==> src/rtl/delay_probe.sv <==
// delay_probe: launches one stimulus vector into a DUT and times how long the DUT output takes to settle on an expected value.
// Latency: stim_out/busy are valid the cycle after an accepted start; done pulses after edge E0+latency+STABLE-1, or after E0+TIMEOUT.
// Backpressure: none; start is honoured only in IDLE (including the done cycle), and is dropped without queueing while busy.
//
// Ports:
//   clk, rst          single clock, synchronous active-high reset
//   start             measurement request (IDLE only)
//   stim_in/expect_in vector and expected response, captured on an accepted start
//   stim_out          registered stimulus driven to the DUT, held between measurements
//   dut_out           DUT response, same clock domain
//   busy/done         measurement in progress / one-cycle completion pulse
//   timeout           last measurement gave up; cleared by the next accepted start
//   latency           start index of the settling run, or TIMEOUT; held until the next done
//   last_out          most recent dut_out sample taken while waiting
module delay_probe #(
   parameter int IN_W    = 2,
   parameter int OUT_W   = 1,
   parameter int CNT_W   = 16,
   parameter int TIMEOUT = 1000,
   parameter int STABLE  = 2
) (
   input  logic             clk,
   input  logic             rst,
   input  logic             start,
   input  logic [IN_W-1:0]  stim_in,
   input  logic [OUT_W-1:0] expect_in,
   output logic [IN_W-1:0]  stim_out,
   input  logic [OUT_W-1:0] dut_out,
   output logic             busy,
   output logic             done,
   output logic             timeout,
   output logic [CNT_W-1:0] latency,
   output logic [OUT_W-1:0] last_out
);

   localparam logic S_IDLE = 1'b0;
   localparam logic S_WAIT = 1'b1;

   localparam logic [CNT_W-1:0] C_TIMEOUT = CNT_W'(TIMEOUT);
   localparam logic [CNT_W-1:0] C_STABLE  = CNT_W'(STABLE);
   localparam logic [CNT_W-1:0] C_ONE     = CNT_W'(1);

   logic             r_state;
   logic [IN_W-1:0]  r_stim_out;
   logic [OUT_W-1:0] r_expect;
   logic [CNT_W-1:0] r_idx;        // index of the last sample taken
   logic [CNT_W-1:0] r_run;        // length of the current matching run
   logic [CNT_W-1:0] r_run_start;  // sample index where the current run began
   logic             r_busy;
   logic             r_done;
   logic             r_timeout;
   logic [CNT_W-1:0] r_latency;
   logic [OUT_W-1:0] r_last_out;

   logic             w_match;
   logic [CNT_W-1:0] w_idx_nxt;
   logic [CNT_W-1:0] w_run_nxt;
   logic [CNT_W-1:0] w_run_start_nxt;
   logic             w_settled;
   logic             w_expired;

   // Evaluation of the sample being taken at this edge (index r_idx+1).
   always_comb begin
      w_idx_nxt       = r_idx + C_ONE;
      w_match         = (dut_out == r_expect);
      w_run_nxt       = w_match ? (r_run + C_ONE) : '0;
      // A run starting at this sample takes its index; otherwise keep the old start.
      w_run_start_nxt = (w_match && (r_run == '0)) ? w_idx_nxt : r_run_start;
      w_settled       = (w_run_nxt == C_STABLE);
      // Settling wins over timeout when both land on the same sample.
      w_expired       = (w_idx_nxt == C_TIMEOUT) && !w_settled;
   end

   always_ff @(posedge clk) begin
      if (rst) begin
         r_state     <= S_IDLE;
         r_stim_out  <= '0;
         r_expect    <= '0;
         r_idx       <= '0;
         r_run       <= '0;
         r_run_start <= '0;
         r_busy      <= 1'b0;
         r_done      <= 1'b0;
         r_timeout   <= 1'b0;
         r_latency   <= '0;
         r_last_out  <= '0;
      end else begin
         r_done <= 1'b0;
         if (r_state == S_IDLE) begin
            if (start) begin
               r_stim_out  <= stim_in;
               r_expect    <= expect_in;
               r_idx       <= '0;
               r_run       <= '0;
               r_run_start <= '0;
               r_timeout   <= 1'b0;
               r_busy      <= 1'b1;
               r_state     <= S_WAIT;
            end
         end else begin
            r_idx       <= w_idx_nxt;
            r_last_out  <= dut_out;
            r_run       <= w_run_nxt;
            r_run_start <= w_run_start_nxt;
            if (w_settled) begin
               r_done    <= 1'b1;
               r_busy    <= 1'b0;
               r_latency <= w_run_start_nxt;
               r_state   <= S_IDLE;
            end else if (w_expired) begin
               r_done    <= 1'b1;
               r_busy    <= 1'b0;
               r_timeout <= 1'b1;
               r_latency <= C_TIMEOUT;
               r_state   <= S_IDLE;
            end
         end
      end
   end

   assign stim_out = r_stim_out;
   assign busy     = r_busy;
   assign done     = r_done;
   assign timeout  = r_timeout;
   assign latency  = r_latency;
   assign last_out = r_last_out;

endmodule
==> config.mk <==
export PLATFORM = sky130hd
export DESIGN_NAME = delay_probe
export DESIGN_NICKNAME = d
export VERILOG_FILES = /design/src/rtl/delay_probe.sv
export SDC_FILE = /design/constraint.sdc
export NUM_CORES = 1
export LEC_CHECK = 0
export CORE_ASPECT_RATIO = 1.5
export CORE_MARGIN = 4
export CORE_UTILIZATION = 35
export CTS_CLUSTER_SIZE = 16
export DETAILED_ROUTE_END_ITERATION = 10
export GPL_TIMING_DRIVEN = 0
export PLACE_DENSITY = 0.6
export SYNTH_ARGS = -nofsm -noshare
export SYNTH_HDL_FRONTEND = slang
export SYNTH_SLANG_ARGS = --single-unit
==> constraint.sdc <==
create_clock -name clk -period 2.35 [get_ports clk]
set_input_delay 0.47 -clock clk [delete_from_list [all_inputs] [get_ports clk]]
set_output_delay 0.47 -clock clk [all_outputs]
set_load 0.1 [all_outputs]
# Word level (Yosys, flattened, before mapping)
# Cells that the tools add are included.
# W data, S select, Z words.
[word_totals]
register_bits = 72
in_bits = 7
out_inout_bits = 22
wordCells = 53
[classes]
add_sub_neg = 2
eq_ne = 6
mux = 22
bitwise = 1
reduce_logical = 11
[ops]
columns = ["cell", "count"]
rows = [
  ["$mux W16", 8],
  ["$add A16 B1 Y16 const B", 2],
  ["$eq A16 B10 Y1 const B", 1],
  ["$eq A16 B2 Y1 const B", 1],
  ["$logic_not A16 Y1", 1],
  ["$mux W1", 14],
  ["$reduce_and A2 Y1", 3],
  ["$reduce_bool A2 Y1", 2],
  ["$ne A3 B1 Y1 const B", 1],
  ["$reduce_and A3 Y1", 1],
  ["$logic_and A1 B1 Y1", 2],
  ["$ne A2 B1 Y1 const B", 1],
  ["$ne A2 B2 Y1 const B", 1],
  ["$reduce_or A2 Y1", 1],
  ["$eq A1 B1 Y1", 1],
  ["$logic_not A1 Y1", 1],
  ["$not A1 Y1", 1],
]

# Logic depth before layout (Yosys ltp)
[depth]
depth_word = 8
depth_mapped = 11

# Least setup slack after synthesis
# Ideal clock, no wire load.
[synth_path]
kind = "reg2reg"
start = "register r_run[0]"
end = "register r_latency[15], in the netlist latency[15]"
setup_ns = 0.070
arrival_ns = 2.211
slack_ns = 0.068
path_stages_with_launch = 9
n_path_buf = 0
path_cell_list = "dfxtp_1 > ha_1 > and4_1 > and2_0 > xor2_1 > a211oi_1 > o2111ai_1 > or3b_1 > a21oi_1"
[synth_via]
elab_chain_len = 7
word_cells_on_any_way = 11
[synth_rtl]
columns = ["item", "line", "rtl"]
rows = [
  ["start: declaration", "47", "logic [CNT_W-1:0] r_run;"],
  ["start signal: assignment", "103", "r_run <= w_run_nxt;"],
  ["$add A16 B1 Y16", "66", "w_run_nxt = w_match ? (r_run + C_ONE) : '0;"],
  ["$mux W16", "66", ""],
  ["$eq A16 B2 Y1", "69", "w_settled = (w_run_nxt == C_STABLE);"],
  ["$logic_not A1 Y1", "71", "w_expired = (w_idx_nxt == C_TIMEOUT) && !w_settled;"],
  ["$logic_and A1 B1 Y1", "71", ""],
  ["$reduce_bool A2 Y1 (no line)", "n/a", ""],
  ["$reduce_and A2 Y1 (no line)", "n/a", ""],
  ["end signal: assignment", "108", "r_latency <= w_run_start_nxt;"],
  ["end: declaration", "52", "logic [CNT_W-1:0] r_latency;"],
]
# Several ways; a longest one is shown, not always the timed one.
# A chain may end at the register's enable or synchronous reset.

# Worst setup path in the final report
[layout_path]
start = "register r_run[3]"
end = "register r_latency[15], in the netlist latency[15]"
# The elaborated chain is that of the path after synthesis.

==> reports/metrics.yaml <==
outcome: "finished with violations"
violations: "setup timing"
wire_per_inst_um: 17.1
reg2reg_slack_ps: -70
synthTopCellsByArea: "dfxtp_1, a21oi_1, nor2_1, nand2_1, xnor2_1"
ys_ff_latch: 72
viasPerCell: 5.45
drt_iter0_drc: 197
place_congestion: 0.893
p_total_uw: 2840
rsz0062_at_grt: "yes"
critPathArrivalTime_ps: 2680
start_util_pct: 35.5
cts_buffers: 9
fin_nets: 544
synthFlopType: "dfxtp_1"
fin_skew_ps: 8.84
power.leakage_uw: 0.00180
pwr-share-seq_pct: 43.9
end_kind: "register"
drc_errors: 0
ant_nets: 0
cts.clk_slew.worst_paths_ps: 60
setup_viol: 1
cts_tree: "yes"
syn_nets: 489
netlist_area_sq_mm: 0.00374
relSlewSlack_pct: 34.8
placed_area_sq_mm: 0.00419
hold_violations: 0
yosys.area.top_type_share_pct: 38.5
fmax_mhz: 413
synth-async-reset-ratio_pct: 0
core_region_area_sq_mm: 0.0105
switchingPower_uw: 796
drv_slew: 0
p_clk_share_pct: 46.7
seq_area_sq_mm: 0.00146
dr.pass1.iters: 5
min_period_ps: 2420
io_pins: 29
yosysMostFrequentCell: "dfxtp_1"
dpl_worst_slack_ps: -1090
routed_wl_um: 11700
grt_max_degree: 16
cts_htree_levels: 3
maxCapViolations: 0
netlist_instances: 479
fin_hold_ws_ps: 465
antenna_found_initial: 0
die_w_um: 92.4
drive_gt1_share_pct: 21.3
postLayoutCoreUtil_pct: 47.6
peakVddDrop_v: 0.000290
dieArea_sq_mm: 0.0124
numClockSinks: 72
p_comb_share_pct: 9.3
ys_seq_area_share_pct: 38.5
cts_hold_buf: 0
antennaDiodeCount: 0
critPathRequiredTime_ps: 2610
overflow: 0
portBuffers: 27
ys_warn_count: 0
synth_edf_count: 0
crit_type: "reg -> reg"
period_share_pct: 103
switching_share_pct: 28.0
clk_path_buf_depth: 2
root_buffer: "clkbuf_16"
yosysTopAreaCell: "dfxtp_1"
multi_input_area_sq_mm: 0.00241
grt_pass1_vias: 3585
clock_latency_ps: 340
grtUsageTotal_pct: 18.8
dp_hpwl_um: 8240
worstHoldPathType: "reg -> reg"
fin_area_sq_mm: 0.00501
cp_max_fo: 7
n_fill_cell: 1023
yosys-top-cells-count: "dfxtp_1, nor2_1, a21oi_1, nand2_1"
syn_area_per_cell_sq_um: 7.82
power_density_mw_per_mm2: 567
p_int_uw: 2050
worst_pin_slew_ps: 975
fp.dieH_um: 135
syn2layout_area_growth_pct: 33.9
grt_pass1_wl_um: 18400
std_cell_rows: 46
vias: 3719
worst_slack_ps: -69.4
ys_types: 60
startpoint_type: "register"
==> layout by cell type, fill, tap and decap left out, types with 3 or more instances in the layout <==
cell,n
a32oi_1,3
xnor2_2,4
or2_2,4
o211ai_1,4
and4_1,4
nand2b_1,9
and2_1,3
mux2i_1,7
a22oi_1,11
dfxtp_2,13
clkbuf_16,9
nand3_2,6
nand2_1,46
xnor2_1,10
nor2_1,61
nor4_1,3
clkdlybuf4s50_1,26
buf_4,23
a21oi_1,50
inv_1,6
nor4_4,8
dfxtp_1,58
nor3_1,8
and3_1,9
nand4_1,11
clkbuf_4,3
buf_1,3
buf_6,8
o21ai_0,22
inv_6,3
xor2_1,9
clkbuf_1,17
nand3_1,16
==> path summary, 6_finish.rpt <==
check,startpoint,end,cells past startpoint
max,r_run[3],latency[15],7
min,latency[0],latency[0],2
max reg2reg,r_run[3],latency[15],7
min reg2reg,latency[0],latency[0],2
==> metal layers <==
layer / vias up / wire (um) / GRT usage [%]
li1: 1806 / - / -
met1: 1800 / 4480 / 20.1
met2: 79 / 6450 / 35.2
met3: 34 / 321 / 2.62
met4: 0 / 416 / 9.83
met5: - / 0 / 0
==> through the flow <==
step                setup TNS, ps  std cells
floorplan                       0        479
global placement           -28120        650
detailed placement         -29220        650
CTS                             0        671
global route                 -638        683
finish                      -69.4        683
==> cell type report <==
type                       count  area share (%)
timing repair buffer          45            8.19
sequential                    72            29.2
multi-input combinational    362            48.1
tap                          144            3.59
clock inverter                 7            1.22
buffer                        38            4.82
inverter                       6           0.449
clock buffer                   9            4.49
==> sequential cells by signal, summed over array words and instances, names as in the netlist <==
register	cells
last_out	1
r_run_start	16
timeout	1
done	1
r_state	1
busy	1
r_run	16
latency	16
r_idx	16
r_expect	1
stim_out	2
==> critical path, stage by stage, from the launching register on <==
cell,delay (ps)
dfxtp_2,310
buf_6,120
nor4_1,350
nand2_1,180
or4_4,590
o21ai_0,230
or3b_4,410
a21oi_2,150
==> what timing repair did <==
item,4_1_cts,5_1_grt
buffers inserted,6,12
cloned,0,0
pin swaps,13,15
endpoints found under the setup margin,39,29
gates resized for setup,50,54
==> power groups by stage <==
stage | logic (uW) | clock network, uW | registers, uW
2_1_floorplan | 127 | 0 | 1300
3_3_place_gp | 236 | 0 | 1270
3_5_place_dp | 239 | 0 | 1270
4_1_cts | 252 | 1360 | 1250
5_1_grt | 284 | 1410 | 1250
6_report | 266 | 1330 | 1250
==> cell families (layout without fill, tap and decap cells) <==
group                      count (synthesis)  count (layout)  share of synthesized area [%]
DFF                                       72              72                           38.5
xor gates and xnor gates                  25              25                           5.85
muxes                                      9               9                           2.47
buffers and inverters                     45             105                           5.31
AOI/OAI and AO/OA                        112             112                           17.9
and+or+nand+nor                          213             213                           28.9
adders and majority gates                  3               3                           1.00
No activity file was read; power rests on OpenSTA's default activity.
